[src/rtl/eth_tx_frame_arbiter.sv]
// eth_tx_frame_arbiter
// Frame-granular round-robin arbiter in front of the RGMII MAC tx_axis port.
// A grant is held from the first beat of a frame through its tlast, so frames
// from different requesters are never interleaved. Arbitration costs one idle
// cycle per frame. Once a grant is held, the data path adds no latency.
//
// Optional feature, enabled by defining ETH_TX_ARB_MAXLEN_EN:
//   Frames are limited to MAX_FRAME_LEN beats. The beat that hits the limit is
//   forced to tlast=1 and tuser=1, and trunc_err pulses. The remainder of the
//   source frame is then drained (DROP) without being forwarded.
//   When the macro is undefined, trunc_err is tied to 0 and frames of any
//   length pass through.
module eth_tx_frame_arbiter #(
    parameter int  NUM_REQ       = 3,
    parameter int  MAX_FRAME_LEN = 1522,
    localparam int IDW           = $clog2(NUM_REQ)
) (
    input  logic                 clk,
    input  logic                 rst_n,
    input  logic [NUM_REQ*8-1:0] s_axis_tdata,
    input  logic [NUM_REQ-1:0]   s_axis_tvalid,
    input  logic [NUM_REQ-1:0]   s_axis_tlast,
    input  logic [NUM_REQ-1:0]   s_axis_tuser,
    output logic [NUM_REQ-1:0]   s_axis_tready,
    output logic [7:0]           m_axis_tdata,
    output logic                 m_axis_tvalid,
    output logic                 m_axis_tlast,
    output logic                 m_axis_tuser,
    input  logic                 m_axis_tready,
    output logic                 grant_valid,
    output logic [IDW-1:0]       grant_id,
    output logic                 frame_done,
    output logic                 trunc_err
);

    localparam logic [1:0]     ST_IDLE = 2'd0;
    localparam logic [1:0]     ST_PASS = 2'd1;
`ifdef ETH_TX_ARB_MAXLEN_EN
    localparam logic [1:0]     ST_DROP = 2'd2;
    localparam logic [15:0]    LIMIT_M1 = 16'(MAX_FRAME_LEN - 1);
`endif
    localparam logic [IDW-1:0] LAST_ID = IDW'(NUM_REQ - 1);

    if (NUM_REQ < 2 || NUM_REQ > 8 || MAX_FRAME_LEN < 1 || MAX_FRAME_LEN > 65535) begin : g_param_check
        $error("eth_tx_frame_arbiter: parameter out of range");
    end

    logic [1:0]     state;
    logic [IDW-1:0] rr_ptr;
    logic [IDW-1:0] arb_id;
    logic [IDW-1:0] next_ptr;
    logic           arb_found;
    int unsigned    gi;
    int unsigned    scan_idx;
    logic           src_valid;
    logic           src_last;
    logic           src_user;
    logic [7:0]     src_data;
    logic           trunc_hit;
    logic           out_beat;
`ifdef ETH_TX_ARB_MAXLEN_EN
    logic [15:0]    beat_cnt;
`endif

    assign out_beat = m_axis_tvalid && m_axis_tready;
    assign next_ptr = (grant_id == LAST_ID) ? '0 : grant_id + 1'b1;

    // Round-robin scan: first valid requester at or after rr_ptr, with wrap-around
    always_comb begin
        arb_found = 1'b0;
        arb_id    = '0;
        scan_idx  = 0;
        for (int unsigned k = 0; k < NUM_REQ; k++) begin
            scan_idx = (32'(rr_ptr) + k) % NUM_REQ;
            if (!arb_found && s_axis_tvalid[scan_idx]) begin
                arb_found = 1'b1;
                arb_id    = IDW'(scan_idx);
            end
        end
    end

    // Granted-source mux and per-state drive of the ready vector and output stream
    always_comb begin
        gi            = 32'(grant_id);
        src_data      = s_axis_tdata[gi*8 +: 8];
        src_valid     = s_axis_tvalid[gi];
        src_last      = s_axis_tlast[gi];
        src_user      = s_axis_tuser[gi];
        s_axis_tready = '0;
        m_axis_tdata  = '0;
        m_axis_tvalid = 1'b0;
        m_axis_tlast  = 1'b0;
        m_axis_tuser  = 1'b0;
        trunc_hit     = 1'b0;
        case (state)
            ST_PASS: begin
                s_axis_tready[gi] = m_axis_tready;
                m_axis_tdata      = src_data;
                m_axis_tvalid     = src_valid;
                m_axis_tlast      = src_last;
                m_axis_tuser      = src_user;
`ifdef ETH_TX_ARB_MAXLEN_EN
                // Beat number MAX_FRAME_LEN without its own tlast closes the frame as bad
                if (beat_cnt == LIMIT_M1 && !src_last) begin
                    m_axis_tlast = 1'b1;
                    m_axis_tuser = 1'b1;
                    trunc_hit    = 1'b1;
                end
`endif
            end
`ifdef ETH_TX_ARB_MAXLEN_EN
            ST_DROP: begin
                s_axis_tready[gi] = 1'b1;
            end
`endif
            default: begin
            end
        endcase
    end

    // Grant FSM: arbitrate in IDLE, hold the grant until the frame's last beat
    always_ff @(posedge clk) begin
        if (!rst_n) begin
            state       <= ST_IDLE;
            grant_valid <= 1'b0;
            grant_id    <= '0;
            rr_ptr      <= '0;
            frame_done  <= 1'b0;
        end else begin
            frame_done <= 1'b0;
            case (state)
                ST_IDLE: begin
                    if (arb_found) begin
                        grant_id    <= arb_id;
                        grant_valid <= 1'b1;
                        state       <= ST_PASS;
                    end
                end
                ST_PASS: begin
`ifdef ETH_TX_ARB_MAXLEN_EN
                    if (out_beat && trunc_hit) begin
                        state <= ST_DROP;
                    end else
`endif
                    if (out_beat && m_axis_tlast) begin
                        state       <= ST_IDLE;
                        grant_valid <= 1'b0;
                        rr_ptr      <= next_ptr;
                        frame_done  <= 1'b1;
                    end
                end
`ifdef ETH_TX_ARB_MAXLEN_EN
                ST_DROP: begin
                    if (src_valid && src_last) begin
                        state       <= ST_IDLE;
                        grant_valid <= 1'b0;
                        rr_ptr      <= next_ptr;
                        frame_done  <= 1'b1;
                    end
                end
`endif
                default: begin
                    state       <= ST_IDLE;
                    grant_valid <= 1'b0;
                end
            endcase
        end
    end

`ifdef ETH_TX_ARB_MAXLEN_EN
    // Beat counter (cleared while idle, so it starts at zero on grant) and truncation pulse
    always_ff @(posedge clk) begin
        if (!rst_n) begin
            beat_cnt  <= '0;
            trunc_err <= 1'b0;
        end else begin
            trunc_err <= out_beat && trunc_hit;
            if (state == ST_IDLE) begin
                beat_cnt <= '0;
            end else if (out_beat) begin
                beat_cnt <= beat_cnt + 16'd1;
            end
        end
    end
`else
    assign trunc_err = 1'b0;
`endif

endmodule

[config.mk]
export PLATFORM = sky130hd
export DESIGN_NAME = eth_tx_frame_arbiter
export DESIGN_NICKNAME = d
export VERILOG_FILES = /design/src/rtl/eth_tx_frame_arbiter.sv
export SDC_FILE = /design/constraint.sdc
export NUM_CORES = 1
export LEC_CHECK = 0
export ABC_AREA = 1
export CAP_MARGIN = 30
export CORE_MARGIN = 2
export CORE_UTILIZATION = 32
export DETAILED_ROUTE_END_ITERATION = 10
export PLACE_DENSITY = 0.73
export SYNTH_ARGS = -nofsm -noshare
export SYNTH_HDL_FRONTEND = slang
export SYNTH_SLANG_ARGS = --single-unit
[constraint.sdc]
create_clock -name clk -period 1.4 [get_ports clk]
set_clock_uncertainty 0.05 [all_clocks]
set_input_delay 0.28 -clock clk [delete_from_list [all_inputs] [get_ports clk]]
set_output_delay 0.28 -clock clk [all_outputs]
set_load 0.005 [all_outputs]
==> results.sh, run 1 <==
export IMPL_antennaDiodeCount=0
export IMPL_min_period_ns=1.83
export IMPL_grt_antenna_before_repair=0
export IMPL_power_leakage_nw=1.05
export IMPL_postPlaceCellArea_um2=1540
export IMPL_path_cells="buf_6 -> nor2_4 -> buf_12 -> buf_6 -> buf_6 -> nand2_2 -> nand3_2 -> nand2_1 -> inv_1 -> buf_2"
export IMPL_cts_buffer_depth=2
export IMPL_synth_warnings=0
export IMPL_setup_violations=20
export IMPL_drtPass1Iterations=4
export IMPL_rsz0062_at_grt="yes"
export IMPL_wl_met1_mm=1.49
export IMPL_pin_count=55
export IMPL_cts_tree="yes"
export IMPL_grt_pass1_wl_mm=5.51
export IMPL_status="finished with violations"
export IMPL_clockRootBuffer="clkbuf_4"
export IMPL_crit_path_max_incr_delay_ns=0.32
export IMPL_wl_per_cell_um=14.4
export IMPL_wl_met2_mm=2.11
export IMPL_route_met3_wl_um=224
export IMPL_drt_iter0_markers=44
export IMPL_die_w_um=54.2
export IMPL_cts_sinks=6
export IMPL_violations="setup timing"
export IMPL_core_um2=2430
export IMPL_clock_fmax_mhz=547
export IMPL_synthFlopType="dfxtp_1"
export IMPL_via_per_inst=4.96
export IMPL_cts_hold_buf=0
export IMPL_hold_path_class="register to register"
export IMPL_critPathMostFrequentCell="buf_6"
export IMPL_area_growth_pct=143
export IMPL_drive_gt1_frac=0.474
export IMPL_synthDistinctLibCells=26
export IMPL_max_vdd_ir_drop_v=0.000627
export IMPL_path_clk_slew_ns=0.05
export IMPL_yosysSeqAreaShare=0.149
export IMPL_slowest_stage="dfxtp_2"
export IMPL_grt_use_total=0.253
export IMPL_drc=0
export IMPL_clk_latency_ns=0.25
export IMPL_worst_slack_ns=-0.427
export IMPL_start_kind="register"
export IMPL_netlist_instances=154
export IMPL_cellPowerDensity_nw_per_um2=666
export IMPL_die_h_um=54.2
export IMPL_crit_type="register to primary output"
export IMPL_final_core_util=0.807
export IMPL_synth_edf_count=0
export IMPL_period_share=1.30
export IMPL_critPathMaxFanout=3
export IMPL_place_inst=255
export IMPL_synth_top_cells_by_area="nand2_1 (31%), dfxtp_1 (15%), inv_1 (12%)"
export IMPL_maxSlewViolCount=0
export IMPL_ys_ff_latch=6
export IMPL_crit_required_ns=1.07
export IMPL_grt_overflow=0
export IMPL_arrival_ns=1.50
export IMPL_grt_max_degree=11
export IMPL_grt_pass1_vias=1285
export IMPL_finalPower_mw=1.31
export IMPL_syn_nets=193
export IMPL_stdcell_area_um2=1960
export IMPL_initial_core_util=0.332
export IMPL_die_area_um2=2940
export IMPL_rows=18
export IMPL_routed_wl_mm=4.01
export IMPL_htree_num_levels=1
export IMPL_async_flop_share=0
export IMPL_cp_top_family="buffers and inverters"
export IMPL_instances_no_fill=279
export IMPL_worstPathBufferInverterCount=6
export IMPL_synth_top_area_frac=0.307
export IMPL_yosysTopAreaCell="nand2_1"
export IMPL_io_buffers=53
export IMPL_max_cap_viol_count=0
export IMPL_routed_top_layer="met4"
export IMPL_netlist_area_um2=807
export IMPL_cts_buffers=3
export IMPL_holdWs_ns=0.580
export IMPL_vias=1383
export IMPL_finalNetCount=290
export IMPL_hold_viol=0
export IMPL_avgSynthCellArea_um2=5.24
export IMPL_end_kind="primary output"
export IMPL_postRouteAntennaNets=0
export IMPL_dp_hpwl_mm=2.30
export IMPL_gp_congestion=0.889
metal layers:
layer,vias up,track usage
li1,662,-
met1,638,0.286
met2,61,0.456
met3,22,0.0574
met4,0,0.0958
met5,-,0
timing repair:
item / 4_1_cts / 5_1_grt
buffers inserted: 14 / 4
pin swaps: 17 / 23
endpoints found under the setup margin: 23 / 22
gates resized for setup: 95 / 51
cloned: 3 / 0
Yosys cell counts, types with 2 or more instances:
cell / n
nor2_1: 8
nand2_2: 2
nand4_1: 2
nor3_1: 3
nand3_2: 2
o21ai_0: 3
inv_1: 25
nand2_1: 66
dfxtp_1: 6
ha_1: 3
inv_2: 2
nand3_1: 18
worst paths after layout:
check             slack [ns]                     end                      from  cells after the start
setup / recovery       -0.43         m_axis_tdata[3]  grant_id[0]$_SDFFE_PN0P_                     10
hold reg to reg         0.58  rr_ptr[1]$_SDFFE_PN0P_    rr_ptr[1]$_SDFFE_PN0P_                      3
hold / removal          0.58  rr_ptr[1]$_SDFFE_PN0P_    rr_ptr[1]$_SDFFE_PN0P_                      3
setup reg to reg       -0.25  rr_ptr[1]$_SDFFE_PN0P_  grant_id[0]$_SDFFE_PN0P_                     12
sequential cells by signal (all words and copies together), names as in the netlist:
register     count
frame_done       1
grant_id         2
grant_valid      1
rr_ptr           2
cells by family (layout without fill, tap and decap cells):
group | count (synthesis) | in the layout | share of synthesized area
other | 1 | 1 | 0.00465
and+or+nand+nor | 104 | 104 | 0.566
DFF | 6 | 6 | 0.149
AOI/OAI and AO/OA | 8 | 8 | 0.0651
adders and majority gates | 3 | 3 | 0.0465
buffers and inverters | 32 | 127 | 0.169
worst register-to-register path, delay by kind of cell (launching register included):
kind,cells,cell delay (ns)
buffers and inverters,5,0.59
and+or+nand+nor,6,0.52
DFF,1,0.32
AOI/OAI and AO/OA,1,0.07
through the flow:
stage | setup TNS [ns] | worst slack [ns]
after floorplan | 0 | 0.0196
after global placement | -7.08 | -0.586
after detailed placement | -7.75 | -0.586
after CTS | -5.35 | -0.392
after global routing | -7.03 | -0.490
final | -5.59 | -0.427
layout by cell type, fill, tap and decap left out, types with 2 or more instances in the layout:
cell / count
nand2_1: 49
clkdlybuf4s50_1: 33
buf_4: 27
inv_1: 21
buf_2: 14
buf_6: 13
nand2_2: 12
nand2_4: 8
nand3_2: 8
nand3_1: 8
nor2_1: 5
nor2_4: 5
nand3_4: 4
dfxtp_2: 4
inv_2: 3
clkbuf_4: 3
dlygate4sd2_1: 3
inv_4: 2
clkinvlp_4: 2
o21ai_2: 2
o21ai_1: 2
nand4_1: 2
ha_4: 2
dlymetal6s2s_1: 2
buf_12: 2
power breakdown:
| group | switching [mW] | internal [mW] | leakage, nW | total (mW) |
|---|---|---|---|---|
| Clock | 0.0674 | 0.0973 | 0.0138 | 0.165 |
| Sequential | 0.0129 | 0.187 | 0.0512 | 0.200 |
| Combinational | 0.437 | 0.505 | 0.987 | 0.943 |
| Total | 0.518 | 0.789 | 1.05 | 1.31 |
final cells by class:
| class | instances | area, µm² |
|---|---|---|
| Clock buffer | 3 | 22.5 |
| Timing Repair Buffer | 96 | 871 |
| Tap cell | 30 | 37.5 |
| Fill cell | 162 | 470 |
| Timing Repair inverter | 1 | 7.51 |
| Inverter | 27 | 110 |
| Sequential cell | 6 | 129 |
| Multi-Input combinational cell | 116 | 785 |
No activity file was read; power rests on OpenSTA's default activity.
==> run 2: changes to the inputs <==
--- a/config.mk
+++ b/config.mk
@@ -10,6 +10,7 @@
 export CORE_MARGIN = 2
 export CORE_UTILIZATION = 32
 export DETAILED_ROUTE_END_ITERATION = 10
+export HOLD_SLACK_MARGIN = 0.02
 export PLACE_DENSITY = 0.73
 export SYNTH_ARGS = -nofsm -noshare
 export SYNTH_HDL_FRONTEND = slang
==> results of run 2 <==
No change in the layout: final DEF, timing and power equal those of run 1.
==> run 3: changes to the inputs <==
--- a/config.mk
+++ b/config.mk
@@ -7,11 +7,12 @@
 export LEC_CHECK = 0
 export ABC_AREA = 1
 export CAP_MARGIN = 30
-export CORE_MARGIN = 2
+export CORE_MARGIN = 1
 export CORE_UTILIZATION = 32
 export DETAILED_ROUTE_END_ITERATION = 10
 export HOLD_SLACK_MARGIN = 0.02
 export PLACE_DENSITY = 0.73
+export SLEW_MARGIN = 25
 export SYNTH_ARGS = -nofsm -noshare
 export SYNTH_HDL_FRONTEND = slang
 export SYNTH_SLANG_ARGS = --single-unit
==> results.sh, run 3 (synthesized netlist as in run 1, its figures left out) <==
export IMPL_r2r_cells=12
export IMPL_setup_violations=20
export IMPL_max_vdd_ir_drop_v=0.000817
export IMPL_period_share=1.32
export IMPL_dp_hpwl_mm=2.39
export IMPL_initial_core_util=0.351
export IMPL_largest_registers="grant_id (2), rr_ptr (2)"
export IMPL_drtPass1Iterations=4
export IMPL_die_h_um=52.2
export IMPL_min_period_ns=1.85
export IMPL_critPathMostFrequentCell="buf_6"
export IMPL_worstPathBufferInverterCount=6
export IMPL_gp_congestion=0.907
export IMPL_clk_latency_ns=0.26
export IMPL_rsz0062_at_grt="yes"
export IMPL_hold_end="grant_valid$_SDFFE_PN0P_"
export IMPL_finalNetCount=291
export IMPL_final_common_cell="nand2_1"
export IMPL_path_depth=10
export IMPL_cellPowerDensity_nw_per_um2=683
export IMPL_die_area_um2=2730
export IMPL_pwr_share_comb=0.717
export IMPL_crit_required_ns=1.07
export IMPL_io_buffers=53
export IMPL_drt_iter0_markers=56
export IMPL_path_cells="buf_6 -> nor2_4 -> buf_6 -> buf_6 -> buf_6 -> nand2_2 -> nand3_2 -> nand2_1 -> inv_1 -> buf_2"
export IMPL_antennaDiodeCount=0
export IMPL_worst_slack_ns=-0.454
export IMPL_crit_path_max_incr_delay_ns=0.35
export IMPL_pre_cts_ws_ns=-0.573
export IMPL_status="finished with violations"
export IMPL_vias=1487
export IMPL_slowest_stage="dfxtp_4"
export IMPL_rows=17
export IMPL_crit_type="register to primary output"
export IMPL_grt_pass1_wl_mm=6.02
export IMPL_grt_pass1_vias=1407
export IMPL_violations="setup timing"
export IMPL_grt_use_total=0.302
export IMPL_start_kind="register"
export IMPL_p_seq_frac=0.153
export IMPL_timing_rr_start="grant_id[0]$_SDFFE_PN0P_"
export IMPL_area_growth_pct=148
export IMPL_holdPathStages=3
export IMPL_switching_share=0.426
export IMPL_grt_overflow=0
export IMPL_hold_start="grant_valid$_SDFFE_PN0P_"
export IMPL_core_um2=2300
export IMPL_pwr_share_clk=0.130
export IMPL_wl_per_cell_um=18.2
export IMPL_grt_antenna_before_repair=0
export IMPL_critPathMaxFanout=3
export IMPL_htree_num_levels=1
export IMPL_switchingPower_uw=582
export IMPL_most_common_layout_cells="nand2_1 (43), clkdlybuf4s50_1 (33), buf_4 (26)"
export IMPL_via_per_inst=5.35
export IMPL_cp_top_family="buffers and inverters"
export IMPL_routed_wl_mm=5.05
export IMPL_maxSlewViolCount=0
export IMPL_r2r_slack_ns=-0.22
export IMPL_max_cap_viol_count=0
export IMPL_drive_gt1_frac=0.524
export IMPL_clockRootBuffer="clkbuf_4"
export IMPL_end_kind="primary output"
export IMPL_path_clk_slew_ns=0.06
export IMPL_cts_buffers=3
export IMPL_p_int_uw=784
export IMPL_clock_fmax_mhz=539
export IMPL_power_leakage_nw=1.05
export IMPL_cts_sinks=6
export IMPL_finalPower_mw=1.37
export IMPL_final_core_util=0.870
export IMPL_grt_max_degree=10
export IMPL_pin_count=55
export IMPL_cts_tree="yes"
export IMPL_hold_path_class="register to register"
export IMPL_hold_viol=0
export IMPL_arrival_ns=1.52
export IMPL_die_w_um=52.2
export IMPL_postRouteAntennaNets=0
export IMPL_r2r_end="rr_ptr[1]$_SDFFE_PN0P_"
export IMPL_setup_tns_ns=-5.72
export IMPL_cts_buffer_depth=2
export IMPL_drc=0
==> run 3: how the worst max path moves through the flow <==
stage                                   startpoint                  endpoint
after CTS                 grant_id[0]$_SDFFE_PN0P_           m_axis_tdata[4]
after global routing      grant_id[0]$_SDFFE_PN0P_           m_axis_tdata[3]
after detailed placement          s_axis_tvalid[1]             m_axis_tvalid
final                     grant_id[0]$_SDFFE_PN0P_           m_axis_tdata[5]
after global placement            s_axis_tvalid[1]             m_axis_tvalid
after floorplan             rr_ptr[1]$_SDFFE_PN0P_  grant_id[0]$_SDFFE_PN0P_
==> run 3: power groups by stage <==
stage	combinational (mW)	clock [mW]	sequential, mW
after floorplan	0.279	0	0.205
after global placement	0.630	0	0.200
after detailed placement	0.645	0	0.201
after CTS	0.814	0.168	0.205
after global routing	1.03	0.188	0.210
final	0.980	0.178	0.208
==> run 3: what timing repair did <==
action	in CTS	in global routing
hold buffers	0	0
endpoints found under the setup margin	23	21
gates cloned	1	0
setup buffers	19	6
pin swaps	30	25
resized for setup	122	43
==> run 3: area by class of cell <==
| class | count | area, µm² |
|---|---|---|
| Timing Repair inverter | 1 | 7.51 |
| Timing Repair Buffer | 97 | 856 |
| Multi-Input combinational cell | 116 | 823 |
| Fill cell | 120 | 298 |
| Sequential cell | 6 | 136 |
| Tap cell | 28 | 35.0 |
| Clock buffer | 3 | 22.5 |
| Inverter | 27 | 119 |
==> run 3: routing by layer <==
metal | GRT usage | vias up | part of all wire
li1 | - | 662 | -
met1 | 0.307 | 705 | 0.41
met2 | 0.573 | 98 | 0.49
met3 | 0.0638 | 22 | 0.068
met4 | 0.149 | 0 | 0.036
met5 | 0 | - | 0
==> run 3: stage by stage <==
stage          area (µm²)  cells  hold slack (ns)
2_1_floorplan         821    154            0.353
5_1_grt              2000    278            0.643
3_3_place_gp         1520    252            0.486
4_1_cts              1830    274            0.586
3_5_place_dp         1520    252            0.513
6_report             2000    278            0.626
==> run 3: worst register-to-register path: cells and delay by family, from the launching register on <==
family	cells	cell delay, ns
compound gates	1	0.08
buf+inv	5	0.53
flops	1	0.35
simple gates	6	0.53
